File: src/rtl/hdr_rd_pkg.sv
// Shared definitions for the header RAM read sequencer: FSM encoding and
// output buffer depth.
package hdr_rd_pkg;

    typedef enum logic [1:0] {
        IDLE  = 2'd0,
        FETCH = 2'd1,
        DRAIN = 2'd2,
        DONE  = 2'd3
    } state_t;

    localparam int FIFO_DEPTH = 2;

endpackage

File: src/rtl/hdr_ram_reader_if.sv
// Word stream from the header RAM reader to the readout formatter.
// A word transfers on every cycle where out_valid & out_ready; once raised, out_valid holds with stable data/last until that handshake.
interface hdr_ram_reader_if #(
    parameter int RAM_WIDTH = 9
);
    logic [RAM_WIDTH-1:0] out_data;
    logic                 out_valid;
    logic                 out_ready;
    logic                 out_last;

    modport master (output out_data, out_valid, out_last, input out_ready);
    modport slave  (input out_data, out_valid, out_last, output out_ready);
endinterface

File: src/rtl/hdr_skid_fifo.sv
// Two-entry FIFO holding {data, last} words returned by the RAM until the
// downstream stream accepts them.
module hdr_skid_fifo
    import hdr_rd_pkg::*;
#(
    parameter int WIDTH = 10
) (
    input  logic             clock,
    input  logic             reset,
    input  logic             push,
    input  logic [WIDTH-1:0] push_data,
    input  logic             pop,
    output logic [WIDTH-1:0] pop_data,
    output logic [1:0]       count
);

    logic [WIDTH-1:0] mem [FIFO_DEPTH];
    logic             wr_ptr;
    logic             rd_ptr;

    assign pop_data = mem[rd_ptr];

    always_ff @(posedge clock) begin
        if (reset) begin
            for (int i = 0; i < FIFO_DEPTH; i++) mem[i] <= '0;
            wr_ptr <= 1'b0;
            rd_ptr <= 1'b0;
            count  <= 2'd0;
        end else begin
            if (push) begin
                mem[wr_ptr] <= push_data;
                wr_ptr      <= ~wr_ptr;
            end
            if (pop) rd_ptr <= ~rd_ptr;
            count <= count + {1'b0, push} - {1'b0, pop};
        end
    end

endmodule

File: src/rtl/hdr_ram_reader.sv
// Walks a block of header RAM addresses over read port B and streams the
// returned words out, absorbing the one-cycle RAM latency and backpressure.
module hdr_ram_reader
    import hdr_rd_pkg::*;
#(
    parameter int RAM_WIDTH = 9,
    parameter int RAM_ADRB  = 11
) (
    input  logic                clock,
    input  logic                reset,
    input  logic                start,
    input  logic [RAM_ADRB-1:0] start_adr,
    input  logic [RAM_ADRB:0]   word_count,
    output logic                busy,
    output logic                done,
    output logic                rd_enb,
    output logic [RAM_ADRB-1:0] rd_adrb,
    input  logic [RAM_WIDTH-1:0] rd_datab,
    hdr_ram_reader_if.master    strm,
    output state_t              fsm_state
);

    state_t               state;
    logic [RAM_ADRB-1:0]  adr;
    logic [RAM_ADRB-1:0]  last_adr;
    logic [RAM_ADRB:0]    remaining;
    logic                 inflight;
    logic                 inflight_last;
    logic [1:0]           fifo_count;
    logic [RAM_WIDTH:0]   head;
    logic                 valid;
    logic                 pop;
    logic                 credit_ok;
    logic                 issue;
    logic                 is_last;

    assign valid = (fifo_count != 2'd0);
    assign pop   = valid & strm.out_ready;

    // A word popped this cycle frees its slot in time for a read issued now,
    // which is what sustains one word per cycle through a two-entry buffer.
    assign credit_ok = ({1'b0, fifo_count} + {2'b00, inflight} - {2'b00, pop}) < 3'(FIFO_DEPTH);
    assign issue     = (state == FETCH) && credit_ok;
    assign is_last   = (remaining == {{RAM_ADRB{1'b0}}, 1'b1});

    assign rd_enb  = issue;
    assign rd_adrb = issue ? adr : last_adr;

    assign strm.out_valid = valid;
    assign strm.out_data  = head[RAM_WIDTH:1];
    assign strm.out_last  = valid & head[0];
    assign fsm_state      = state;

    always_ff @(posedge clock) begin
        if (reset) begin
            state         <= IDLE;
            busy          <= 1'b0;
            done          <= 1'b0;
            adr           <= '0;
            last_adr      <= '0;
            remaining     <= '0;
            inflight      <= 1'b0;
            inflight_last <= 1'b0;
        end else begin
            inflight      <= issue;
            inflight_last <= issue & is_last;
            if (issue) begin
                adr       <= adr + 1'b1;
                last_adr  <= adr;
                remaining <= remaining - 1'b1;
            end
            case (state)
                IDLE: begin
                    if (start) begin
                        adr       <= start_adr;
                        remaining <= word_count;
                        busy      <= 1'b1;
                        if (word_count == '0) begin
                            state <= DONE;
                            done  <= 1'b1;
                        end else begin
                            state <= FETCH;
                        end
                    end
                end
                FETCH: begin
                    if (issue && is_last) state <= DRAIN;
                end
                DRAIN: begin
                    if (pop && head[0]) begin
                        state <= DONE;
                        done  <= 1'b1;
                    end
                end
                DONE: begin
                    state <= IDLE;
                    done  <= 1'b0;
                    busy  <= 1'b0;
                end
                default: state <= IDLE;
            endcase
        end
    end

    hdr_skid_fifo #(.WIDTH(RAM_WIDTH + 1)) u_fifo (
        .clock     (clock),
        .reset     (reset),
        .push      (inflight),
        .push_data ({rd_datab, inflight_last}),
        .pop       (pop),
        .pop_data  (head),
        .count     (fifo_count)
    );

endmodule
File: src/flat_wrapper.sv
// flat-port wrapper written by rule: the top's interface ports become plain ports
module hdr_ram_reader_flat import hdr_rd_pkg::*;
#(
    parameter int RAM_WIDTH = 9,
    parameter int RAM_ADRB  = 11
)
  (clock, reset, start, start_adr, word_count, busy, done, rd_enb, rd_adrb, rd_datab, fsm_state, strm_out_data, strm_out_valid, strm_out_last, strm_out_ready);
  hdr_ram_reader_if #(.RAM_WIDTH(RAM_WIDTH)) strm_i ();
  input  logic clock;
  input  logic reset;
  input  logic start;
  input  logic [RAM_ADRB-1:0] start_adr;
  input  logic [RAM_ADRB:0] word_count;
  output logic busy;
  output logic done;
  output logic rd_enb;
  output logic [RAM_ADRB-1:0] rd_adrb;
  input  logic [RAM_WIDTH-1:0] rd_datab;
  output state_t fsm_state;
  output wire logic [$bits(strm_i.out_data)-1:0] strm_out_data;
  output wire logic [$bits(strm_i.out_valid)-1:0] strm_out_valid;
  output wire logic [$bits(strm_i.out_last)-1:0] strm_out_last;
  input wire logic [$bits(strm_i.out_ready)-1:0] strm_out_ready;
  assign strm_out_data = strm_i.out_data;
  assign strm_out_valid = strm_i.out_valid;
  assign strm_out_last = strm_i.out_last;
  assign strm_i.out_ready = strm_out_ready;
  hdr_ram_reader #(.RAM_WIDTH(RAM_WIDTH), .RAM_ADRB(RAM_ADRB)) u_core (.clock(clock), .reset(reset), .start(start), .start_adr(start_adr), .word_count(word_count), .busy(busy), .done(done), .rd_enb(rd_enb), .rd_adrb(rd_adrb), .rd_datab(rd_datab), .strm(strm_i), .fsm_state(fsm_state));
endmodule
File: config.mk
export PLATFORM = sky130hd
export DESIGN_NAME = hdr_ram_reader_flat
export DESIGN_NICKNAME = d
export VERILOG_FILES = /design/src/rtl/hdr_rd_pkg.sv /design/src/rtl/hdr_ram_reader_if.sv /design/src/rtl/hdr_skid_fifo.sv /design/src/rtl/hdr_ram_reader.sv /design/src/flat_wrapper.sv
export SDC_FILE = /design/constraint.sdc
export NUM_CORES = 1
export LEC_CHECK = 0
export ABC_AREA = 1
export ABC_CLOCK_PERIOD_IN_PS = 3600
export BUFFER_PORTS_ARGS = -buffer_cell sky130_fd_sc_hd__buf_2
export CORE_ASPECT_RATIO = 2
export CORE_MARGIN = 2
export CORE_UTILIZATION = 55
export CTS_BUF_LIST = sky130_fd_sc_hd__clkbuf_8
export CTS_CLUSTER_DIAMETER = 200
export DETAILED_ROUTE_END_ITERATION = 7
export HOLD_SLACK_MARGIN = 0.05
export PLACE_DENSITY = 0.91
export SLEW_MARGIN = 20
export SYNTH_ARGS = -nofsm -noshare
export SYNTH_HDL_FRONTEND = slang
export SYNTH_HIERARCHICAL = 1
export SYNTH_SLANG_ARGS = --single-unit
File: constraint.sdc
create_clock -name clock -period 3.6 [get_ports clock]
set_input_delay 0.18 -clock clock [delete_from_list [all_inputs] [get_ports clock]]
set_output_delay 0.18 -clock clock [all_outputs]
set_load 0.1 [all_outputs]
==> Yosys cells after proc, flatten, opt, wreduce, memory -nomap -nowiden <==
Memories as Yosys holds them, arrays and structs flattened. A register that Yosys moved wholly into a read port is not among the register bits.
Index checks and enable logic that the tools add are counted.
{ "word_totals": {"ram_bits": 20, "regBits": 44, "elab_cells": 72, "out_inout_bits": 27, "inputBits": 36, "memories": 1} }
{ "classes": {"n_addsub": 6, "n_bitwise": 5, "n_eq_ne": 8, "n_mux": 28, "n_lt_le_gt_ge": 1, "n_reduce_logical": 12} }
{ "mem_list": {"columns": ["name", "depth", "width", "read_ports", "rd_clocked_by_memory_dff", "wr", "line", "text"], "rows": [
  ["u_core.u_fifo.mem", 2, 10, 1, 1, 2, "hdr_skid_fifo.sv:17", "logic [WIDTH-1:0] mem [FIFO_DEPTH];"]
]} }
{ "op_table": {"columns": ["operator", "n"], "rows": [
  ["2-to-1 mux 11 bit", 4],
  ["2-to-1 mux 12 bit", 3],
  ["2-to-1 mux 1 bit", 13],
  ["equality test 12 x 1 -> 1 bit (second input constant)", 1],
  ["zero test 12 bit", 1],
  ["subtractor 12 x 1 -> 12 bit (second input constant)", 1],
  ["adder 11 x 1 -> 11 bit (second input constant)", 1],
  ["2-to-1 mux 10 bit", 1],
  ["OR reduction 10 bit", 1],
  ["2-to-1 mux 2 bit", 4],
  ["case mux 2 bit (4 select lines)", 1],
  ["equality test 2 bit (second input constant)", 2],
  ["!= test 2 x 1 -> 1 bit (second input constant)", 2],
  ["!= test 2 bit (second input constant)", 2],
  ["AND reduction 4 bit", 1],
  ["nonzero test 2 bit", 2],
  ["adder 2 x 1 -> 3 bit", 1],
  ["bitwise AND 1 bit", 3],
  ["logical AND 1 bit", 3],
  ["< comparator 3 x 2 -> 1 bit (second input constant)", 1],
  ["case mux 1 bit (3 select lines)", 1],
  ["AND reduction 3 bit", 1],
  ["nonzero test 3 bit", 1],
  ["subtractor 3 x 1 -> 3 bit", 1],
  ["other kinds (7)", 8]
]} }

==> Longest topological paths before layout <==
Gate-level depths: netlist (run 1).
{ "logic_depth": {"ltp_word": 8, "ltp_mapped": 15} }

==> Cells and area by module <==
Netlist (run 1), hierarchy kept.
{ "modules_own_cells": {"columns": ["module", "cells_per_inst", "area_per_inst_um2", "instances", "seq_area_each_um2"], "rows": [
  ["hdr_ram_reader", 381, 2479.9, 1, 800.8],
  ["hdr_skid_fifo", 94, 1084.8, 1, 700.7]
]} }

==> Worst setup path before layout (run 1) <==
Ideal clock, no wire load.
{ "synth_timing": {"path_kind": "reg-to-output", "from": "reg u_core.state[1] (netlist: u_core/fsm_state[1])", "to": "out rd_adrb[10]", "stages_incl_launch_ff": 10, "t_arrival_ps": 3526, "slack_ps": -106, "t_required_ps": 3420, "path_cell_list": "dfxtp_1 inv_1 ha_1 nand2_1 inv_1 nand2_1 nor2_4 buf_6 buf_6 a21oi_1"} }
{ "synth_between": {"elab_chain_cells": 3} }
{ "synth_lines": {"columns": ["element", "line", "text"], "rows": [
  ["start: declaration", "hdr_ram_reader.sv:23", "state_t state;"],
  ["start signal: assignment", "hdr_ram_reader.sv:56", "state <= IDLE;"],
  ["start signal: assignment", "hdr_ram_reader.sv:79", "state <= DONE;"],
  ["start signal: assignment", "hdr_ram_reader.sv:82", "state <= FETCH;"],
  ["equality test 2 x 1 -> 1 bit", "hdr_ram_reader.sv:43", "assign issue = (state == FETCH) && credit_ok;"],
  ["logical AND 1 bit", "hdr_ram_reader.sv:43", null],
  ["via rd_enb", "flat_wrapper.sv:16", "output logic rd_enb;"],
  ["2-to-1 mux 11 bit", "hdr_ram_reader.sv:47", "assign rd_adrb = issue ? adr : last_adr;"],
  ["end: declaration", "flat_wrapper.sv:17", "output logic [RAM_ADRB-1:0] rd_adrb;"]
]} }
The timed path passes the listed nets, and every way through them passes these cells.

==> Final worst setup path (run 1) <==
{ "layout_timing": {"from": "reg u_core.u_fifo.count[1]", "to": "out rd_adrb[10]"} }
{ "layout_between": {"elab_chain_cells": 6, "elab_cells_between_ends": 7, "classes_between": "add/sub: 2; order compare: 1; mux: 1; bitwise: 1; reduce/logical: 2"} }
{ "layout_lines": {"columns": ["element", "line", "text"], "rows": [
  ["start: declaration", "hdr_skid_fifo.sv:14", "output logic [1:0] count"],
  ["start signal: assignment", "hdr_skid_fifo.sv:35", "count <= count + {1'b0, push} - {1'b0, pop};"],
  ["nonzero test 2 bit", "hdr_ram_reader.sv:37", "assign valid = (fifo_count != 2'd0);"],
  ["bitwise AND 1 bit", "hdr_ram_reader.sv:38", "assign pop = valid & strm.out_ready;"],
  ["via u_core.pop", "hdr_ram_reader.sv:32", "logic pop;"],
  ["subtractor 3 x 1 -> 3 bit", "hdr_ram_reader.sv:42", "assign credit_ok = ({1'b0, fifo_count} + {2'b00, inflight} - {2'b00, pop}) < 3'(FIFO_DEPTH);"],
  ["< comparator 3 x 2 -> 1 bit", "hdr_ram_reader.sv:42", null],
  ["logical AND 1 bit", "hdr_ram_reader.sv:43", null],
  ["2-to-1 mux 11 bit", "hdr_ram_reader.sv:47", null]
]} }
The timed path passes the listed nets, and every way through them passes these cells.

==> results of run 1 <==
==> layout make-up <==
cell class | instances | area [µm²] | area share, %
multi-input combinational | 310 | 1640 | 40.5
sequential | 65 | 1500 | 37.1
inverter | 85 | 319 | 7.88
timing repair buffer | 63 | 318 | 7.85
clock buffer | 10 | 138 | 3.40
tap | 86 | 108 | 2.66
clock inverter | 6 | 23.8 | 0.587
==> logic make-up after synthesis <==
logic type	Yosys count	share of synthesized area (%)
AOI/OAI and AO/OA	62	10.4
xor gates and xnor gates	6	1.47
adders and majority gates	11	4.07
buffers and inverters	101	12.0
DFF	65	42.1
muxes	10	3.16
and+or+nand+nor	220	26.7
==> sequential cells by signal (all words and copies together) (netlist names), named ones only <==
name,cells
u_core/adr,11
u_core/busy,1
u_core/done,1
u_core/fsm_state,2
u_core/inflight,1
u_core/inflight_last,1
u_core/last_adr,11
u_core/remaining,12
u_core/u_fifo/count,2
u_core/u_fifo/mem,20
u_core/u_fifo/rd_ptr,1
u_core/u_fifo/wr_ptr,1
==> cells in the final DEF, fill, tap and decap left out, types with 2 or more instances in the layout <==
| cell type | netlist | layout |
|---|---|---|
| sky130_fd_sc_hd__a211oi_1 | 5 | 5 |
| sky130_fd_sc_hd__a211oi_2 | 4 | 4 |
| sky130_fd_sc_hd__a21oi_1 | 23 | 23 |
| sky130_fd_sc_hd__a31oi_1 | 2 | 2 |
| sky130_fd_sc_hd__buf_2 | 4 | 62 |
| sky130_fd_sc_hd__clkbuf_8 | 0 | 10 |
| sky130_fd_sc_hd__dfxtp_1 | 45 | 45 |
| sky130_fd_sc_hd__edfxtp_1 | 20 | 20 |
| sky130_fd_sc_hd__ha_1 | 10 | 10 |
| sky130_fd_sc_hd__inv_1 | 81 | 86 |
| sky130_fd_sc_hd__inv_2 | 4 | 4 |
| sky130_fd_sc_hd__mux2_2 | 10 | 10 |
| sky130_fd_sc_hd__nand2_1 | 85 | 85 |
| sky130_fd_sc_hd__nand2_2 | 2 | 2 |
| sky130_fd_sc_hd__nand3_1 | 30 | 30 |
| sky130_fd_sc_hd__nand3b_1 | 2 | 2 |
| sky130_fd_sc_hd__nand4_1 | 4 | 4 |
| sky130_fd_sc_hd__nor2_1 | 81 | 81 |
| sky130_fd_sc_hd__nor2_2 | 4 | 5 |
| sky130_fd_sc_hd__nor2_4 | 3 | 3 |
| sky130_fd_sc_hd__o211ai_1 | 3 | 3 |
| sky130_fd_sc_hd__o21a_1 | 2 | 2 |
| sky130_fd_sc_hd__o21ai_0 | 15 | 15 |
| sky130_fd_sc_hd__o21ai_1 | 7 | 7 |
| sky130_fd_sc_hd__or2_2 | 7 | 7 |
| sky130_fd_sc_hd__xnor2_1 | 2 | 2 |
| sky130_fd_sc_hd__xor2_1 | 4 | 4 |
==> through the flow <==
step | std cells | setup WS (ns)
6_report | 625 | 0.162
5_1_grt | 625 | -0.0111
4_1_cts | 624 | 0.0700
3_5_place_dp | 608 | 0.452
3_3_place_gp | 608 | 0.656
2_1_floorplan | 475 | -0.106
==> how the worst min path moves through the flow <==
| stage | to | slack (ns) | cells past startpoint |
|---|---|---|---|
| floorplan | u_core/u_fifo/count[0]$_SDFF_PP0_ | 0.25 | 1 |
| global placement | u_core/adr[0]$_SDFF_PP0_ | 0.43 | 3 |
| detailed placement | u_core/remaining[3]$_SDFF_PP0_ | 0.44 | 3 |
| CTS | u_core/remaining[3]$_SDFF_PP0_ | 0.07 | 3 |
| global route | u_core/adr[0]$_SDFF_PP0_ | 0.09 | 3 |
| finish | u_core/remaining[3]$_SDFF_PP0_ | 0.09 | 3 |
==> timing repair <==
action                     CTS  global route
setup buffers                0             0
setup endpoints to repair    0             4
hold buffers                 0             0
==> metal layers <==
metal	wire [µm]	global-route usage, %	vias up
met1	2610	21.7	1416
met5	0	0	-
li1	-	-	1623
met4	238	10.9	0
met3	384	6.26	22
met2	4360	42.7	102
==> critical path: cells and delay by family, from the launching register on <==
family / cells / cell delay [ns]
compound gates: 3 / 0.43
simple gates: 6 / 0.91
fa+ha+maj: 1 / 0.48
buf+inv: 3 / 0.59
flops: 1 / 0.48
==> results.txt, run 1 <==
- Antenna diode instance count: 0
- In the final routed layout, each cell accounts on average for 12.2 µm.
- Clock tree from TritonCTS: yes
* Slew of the pin with the lowest slew margin: 0.666 ns
- Cells with a size suffix above 1 make up around a fifth of the layout.
* Post-synthesis cell type count: 32
- Seq cells post-synth: between 60 and 70
* Cell type with the highest occurrence count on the critical path: sky130_fd_sc_hd__nand2_1
* Die X: about 60 µm
* Max H-tree Level: 3
* Startpoint of the worst hold path: word_count[3]
- Clock skew on the completed layout was measured at 0.00653 ns.
* Cell at the slowest stage of the critical path: sky130_fd_sc_hd__dfxtp_1
- Asr flop ratio synth: 0%
* Cells after synthesis: 475
- Max Fclk: slightly below 300 MHz
- The final route contains ~3200 vias.
- Hold slack: between 0.08 and 0.09 ns
* GRT Total Usage: 23.1%
* Worst R2R Start: u_core/u_fifo/count[1]$_SDFF_PP0_
* Endpoints failing hold: 0
- Routed Wire Length: around 7600 µm
* HPWL after detailed placement: 5640 µm
- By area the synthesized netlist is led by sky130_fd_sc_hd__dfxtp_1 25%, sky130_fd_sc_hd__edfxtp_1 17%, sky130_fd_sc_hd__nand2_1 9.0%.
- Worst min path class: in -> reg
- The floorplan has just over 40 rows.
- The flow ran to the end, and the final reports show no timing, DRC or antenna violations.
- Critical path type: reg -> out
- Final core area utilization: 64.1%
- Final setup fails: 0
- Once the floorplan was initialized, standard cells occupied a little under three fifths of the core.
* Quantity of gates resized following cts: 0
- The number of nets handed over by synthesis was 522.
* Number of global-route vias before repair: ~3000
- At the later pin of the worst-skew pair, clock insertion delay measures between 0.3 and 0.4 ns.
- Number of nets in the finished design: around 580
- Number of cells traversed by the worst register-to-register path: 14
- The first global-routing pass estimated approximately 12000 µm of wire.
* Instance area at placement: between 3000 and 4000 µm²
- Final period util: between 90% and 100%
* Critical path peak fanout: 13
* Vertical die dimension: approximately 120 µm
- Compared with the post-synthesis result, the final layout area differs by 13.5%.
- The floorplan step defined a core boundary enclosing around 6300 µm².
* Flop2flop setup slack: just under 0.7 ns
* Area share of the leading cell type in the synthesized netlist: around a quarter
- In this run the deepest clock path goes through 2 buffers.
- Entering global routing, the biggest net connects 37 pins.
- The floorplan step defined a die boundary enclosing ~7000 µm².
- Following the worst setup path forward leads to its endpoint at rd_adrb[10].
- Arrival time of the worst setup path: approximately 3.3 ns
* Number of slew-limit violations in the final report: 0
- Most numerous cell in the Yosys netlist: sky130_fd_sc_hd__nand2_1
* Clock root buffer master: sky130_fd_sc_hd__clkbuf_8
- The most used flip-flop cell after synthesis is sky130_fd_sc_hd__dfxtp_1.
* Number of DRC markers after the initial detailed-route iteration: about 190
* Final Wtd Congestion: approximately 0.93
* Most numerous cell types in the synthesized netlist: 85 x sky130_fd_sc_hd__nand2_1, 81 x sky130_fd_sc_hd__inv_1, 81 x sky130_fd_sc_hd__nor2_1, 45 x sky130_fd_sc_hd__dfxtp_1, 30 x sky130_fd_sc_hd__nand3_1
* Setup crit start: u_core/u_fifo/count[1]$_SDFF_PP0_
- The initial antenna violation count is 0.
- The smallest clock period supported by the final layout is computed as between 3 and 4 ns.
- Summed over all failing endpoints, the final setup total negative slack is 0 ns.
- Worst slew margin: a little under three fifths
* End of the worst register-to-register path: u_core/adr[7]$_SDFF_PP0_
- First drt pass iteration count: 4
- 63 I/O pins were placed.
* Maximum capacitance violations: 0
- Yosys printed 6 warnings.
- # DRC: 0
- Sequential elements use between 40% and 50% of the synthesized area.
- Dividing the detail-routed via count by the number of cells gives ~5.1.
- The synthesized netlist occupies a cell area of about 3600 µm².
- Maximum single-stage delay on the critical path: ~0.48 ns
- The finished cells cover 4050 µm².
* Number of nets with antenna violations after detailed routing: 0
- Worst path cell trace: o21a_1 > nand2_1 > o21ai_0 > nand2_1 > fa_1 > nand2_1 > inv_1 > nand2_1 > nor2_4 > or2_2 > inv_1 > a21oi_1 > buf_2
- IO Port Bufs: 62
- At the worst endpoint, the required time is approximately 3.4 ns.
* Clk slew on worst S/H paths: 0.06 ns
* GRT overflow: 0
- The filler cells instantiated in the layout total 548.
- The worst setup path is captured at an output port.
* Mean Syn Cell Area: about 7.5 µm²
* Clock sink count: 65
- Count of flip-flops with a built-in enable after synthesis: 20
* Number of buffers created by CTS: 9
- Of all cell types, the one taking the most synthesized area is sky130_fd_sc_hd__dfxtp_1.
- The worst setup path is launched from a register.
Power of run 1 is left out: the tool's default activity adds up to more than one toggle a clock period on the data nets, which glitch-free logic cannot reach.
==> run 2: changes to the inputs <==
CORE_UTILIZATION = 60   (was 55)
PLACE_DENSITY = 0.95   (was 0.91)
==> run 2 against run 1 <==
Compared with the run above: worst setup slack gained 0.084 ns; critical path depth unchanged; non-clock buffer count grew 1; sequential share of layout area shrank 0.10 points; register-to-register slack barely moved; hold slack got worse by 0.0066 ns; first-iteration DRC count shrank 12%; count of clock-buffer cells in the layout is 1 lower; critical endpoint is now rd_adrb[8].
==> results.txt, run 2 (synthesis gave the netlist of run 1 again) <==
- Instance area at placement: 3860 µm² (-0.61%)
- Final setup fails: 0 (unchanged)
* Effective utilization at floorplan: 62.4% (+5.9 points)
* Slew of the pin with the lowest slew margin: 0.693 ns (+0.0272 ns)
* Total setup buffers inserted after CTS: 0 (unchanged)
* IO Count: 63 (unchanged)
- Antenna diode instance count: 0 (unchanged)
* Initial antenna violation count: 0 (unchanged)
- Clock sink count: 65 (unchanged)
- The global-route congestion overflow total is 0 (unchanged).
- The total track usage came to 25.1% (+2.0 points).
- First drt pass iteration count: 5 (+1)
* Kind of start point of the critical path: register
- Run status: complete, no violations
- The number of buffers inserted for hold repair after clock tree synthesis is 0 (unchanged).
* Commonest non-fill, non-tap cell in the layout: sky130_fd_sc_hd__nand2_1
* Floorplan Core Area: 5710 µm² (-9.5%)
* Layout overhead on the synthesized area: 13.9%
- The depth of the CTS H-tree is 3 (unchanged).
- Setup repair after global routing left no endpoint under its margin.
- Arrival time of the worst setup path: 3.17 ns (-0.09 ns)
- Worst-case clock buffer depth: 2 (unchanged)
- The worst slack after detailed placement came to 0.614 ns (+0.162 ns).
* Routed Wire Length: 7940 µm (+4.5%)
- The cell row count came to 39 (-4.9%).
- The period utilization came to 93.2% (-2.3 points).
* Maximum capacitance violations: 0 (unchanged)
- HPWL after detailed placement: 5770 µm (+2.2%)
- Pin count of the biggest net entering global routing: 37 (unchanged)
- The residual antenna-violating net count after detailed routing is 0 (unchanged).
- Worst slew margin: 53.8% (-1.8 points)
- Flip-flop count of the largest register after layout: 20 (unchanged)
* Worst endpoint required time: 3.42 ns (about the same)
- The number of vias after detailed routing was 3263 (+3.2%).
- Counting flops per register, the top entry is u_core/u_fifo/mem.
- The number of filler instances in the final layout was 438 (-20%).
- Via count normalized by instance count: 5.44 (+7.5%)
- Clock root buffer master: sky130_fd_sc_hd__clkbuf_8
* Average wire per standard cell: 13.2 µm (+8.9%)
- Period minus WS final: 3.35 ns (-0.0842 ns)
* Worst Slack Setup Final: 0.246 ns (+0.0842 ns)
- # DRC: 0 (unchanged)
- The worst setup path is of the reg -> out kind.
- In the final layout, the registers with the most flip-flops are u_core/u_fifo/mem (20), u_core/remaining (12).
- Endpoints failing hold: 0 (unchanged)
- The global placement routability congestion was 0.946 (+2.2%).
* Commonest cells after routing, fill and taps aside: 85 x sky130_fd_sc_hd__nand2_1, 84 x sky130_fd_sc_hd__inv_1, 81 x sky130_fd_sc_hd__nor2_1, 62 x sky130_fd_sc_hd__buf_2, 45 x sky130_fd_sc_hd__dfxtp_1
* Global-route wire length before repair: 12800 µm (+2.3%)
- Clock tree from TritonCTS: yes
* Number of DRC markers after the initial detailed-route iteration: 165 (-12%)
- The floorplan die height came to 113 µm (-4.1%).
- Quantity of gates resized following cts: 0 (unchanged)
* Final clock skew: 0.0104 ns (+0.00390 ns)
* Aggregate negative setup slack: 0 ns (unchanged)
- Number of nets in the finished design: 581 (unchanged)
* Total Die Area: 6610 µm² (-7.9%)
- The final max-slew violation count came to 0 (unchanged).
* Worst min path class: in -> reg
* Critical path peak fanout: 18 (+5)
- The die boundary width came to 58.5 µm (-4.0%).
- Number of buffers created by CTS: 9 (unchanged)
- IO Port Bufs: 62 (unchanged)
- Max Fclk: 298 MHz (+2.5%)
- The clock latency on the worst-skew pair is 0.35 ns (about the same).
- Number of global-route vias before repair: 3099 (+2.8%)
* Clk slew on worst S/H paths: 0.07 ns (about the same)
- Fraction of layout instances using a drive strength above 1: 20.6% (unchanged)
- The worst setup path is captured at an output port.
- Final design area excluding fillers: 4060 µm² (+0.28%)
run 2: changes by cell type in the layout (fill, tap and decap cells not counted), sizes merged:
cell,before,now
bufinv,0,2
inv,90,88
buf,63,64
clkbuf,10,9
clkinv,1,2
nor2,89,88
run 2: routing by layer:
| metal | vias up | part of all wire (%) | wire (µm) | global-route usage [%] |
|---|---|---|---|---|
| met5 | - | 0 | 0 | 0 |
| met4 | 0 | 2.9 | 231 | 11.8 |
| met3 | 24 | 5.7 | 449 | 4.69 |
| met2 | 141 | 56 | 4470 | 48.3 |
| met1 | 1486 | 35 | 2790 | 24.0 |
| li1 | 1612 | - | - | - |
run 2: per-stage QoR:
| stage | utilization [%] | cells | hold slack [ns] |
|---|---|---|---|
| floorplan | - | 475 | 0.251 |
| global placement | 67.5 | 584 | 0.430 |
| detailed placement | 67.5 | 584 | 0.431 |
| CTS | 71.1 | 600 | 0.0623 |
| global route | 71.1 | 600 | 0.0967 |
| finish | 71.1 | 600 | 0.0802 |
run 2: area by class of cell:
type	instances	area [µm²]	area share, %
clock buffers	9	124	3.05
well taps	61	76.3	1.88
repair buffers	64	325	8.01
multi-input cells	309	1630	40.3
inverters	85	319	7.86
clock inverters	7	78.8	1.94
flip-flops and latches	65	1500	37.0
run 2: path summary, 6_finish.rpt:
check	from	endpoint	slack, ns	depth (start not counted)
max	u_core/u_fifo/count[1]$_SDFF_PP0_	rd_adrb[8]	0.25	13
min reg2reg	u_core/last_adr[5]$_SDFF_PP0_	u_core/last_adr[5]$_SDFF_PP0_	0.48	2
max reg2reg	u_core/u_fifo/count[1]$_SDFF_PP0_	u_core/remaining[11]$_SDFF_PP0_	0.69	15
min	start_adr[0]	u_core/adr[0]$_SDFF_PP0_	0.08	3
run 2: worst max-delay path, cell delays in order (launching register included):
cell and delay (ns):
sky130_fd_sc_hd__dfxtp_1 0.49, sky130_fd_sc_hd__o21a_1 0.24, sky130_fd_sc_hd__nand2_1 0.09, sky130_fd_sc_hd__o21ai_0 0.09, sky130_fd_sc_hd__nand2_1 0.09, sky130_fd_sc_hd__fa_1 0.48, sky130_fd_sc_hd__nand2_1 0.05, sky130_fd_sc_hd__inv_1 0.11
sky130_fd_sc_hd__nand2_1 0.10, sky130_fd_sc_hd__nor2_4 0.31, sky130_fd_sc_hd__or2_2 0.18, sky130_fd_sc_hd__inv_1 0.04, sky130_fd_sc_hd__a21oi_1 0.11, sky130_fd_sc_hd__buf_2 0.44
Power of run 2 is left out for the same reason.
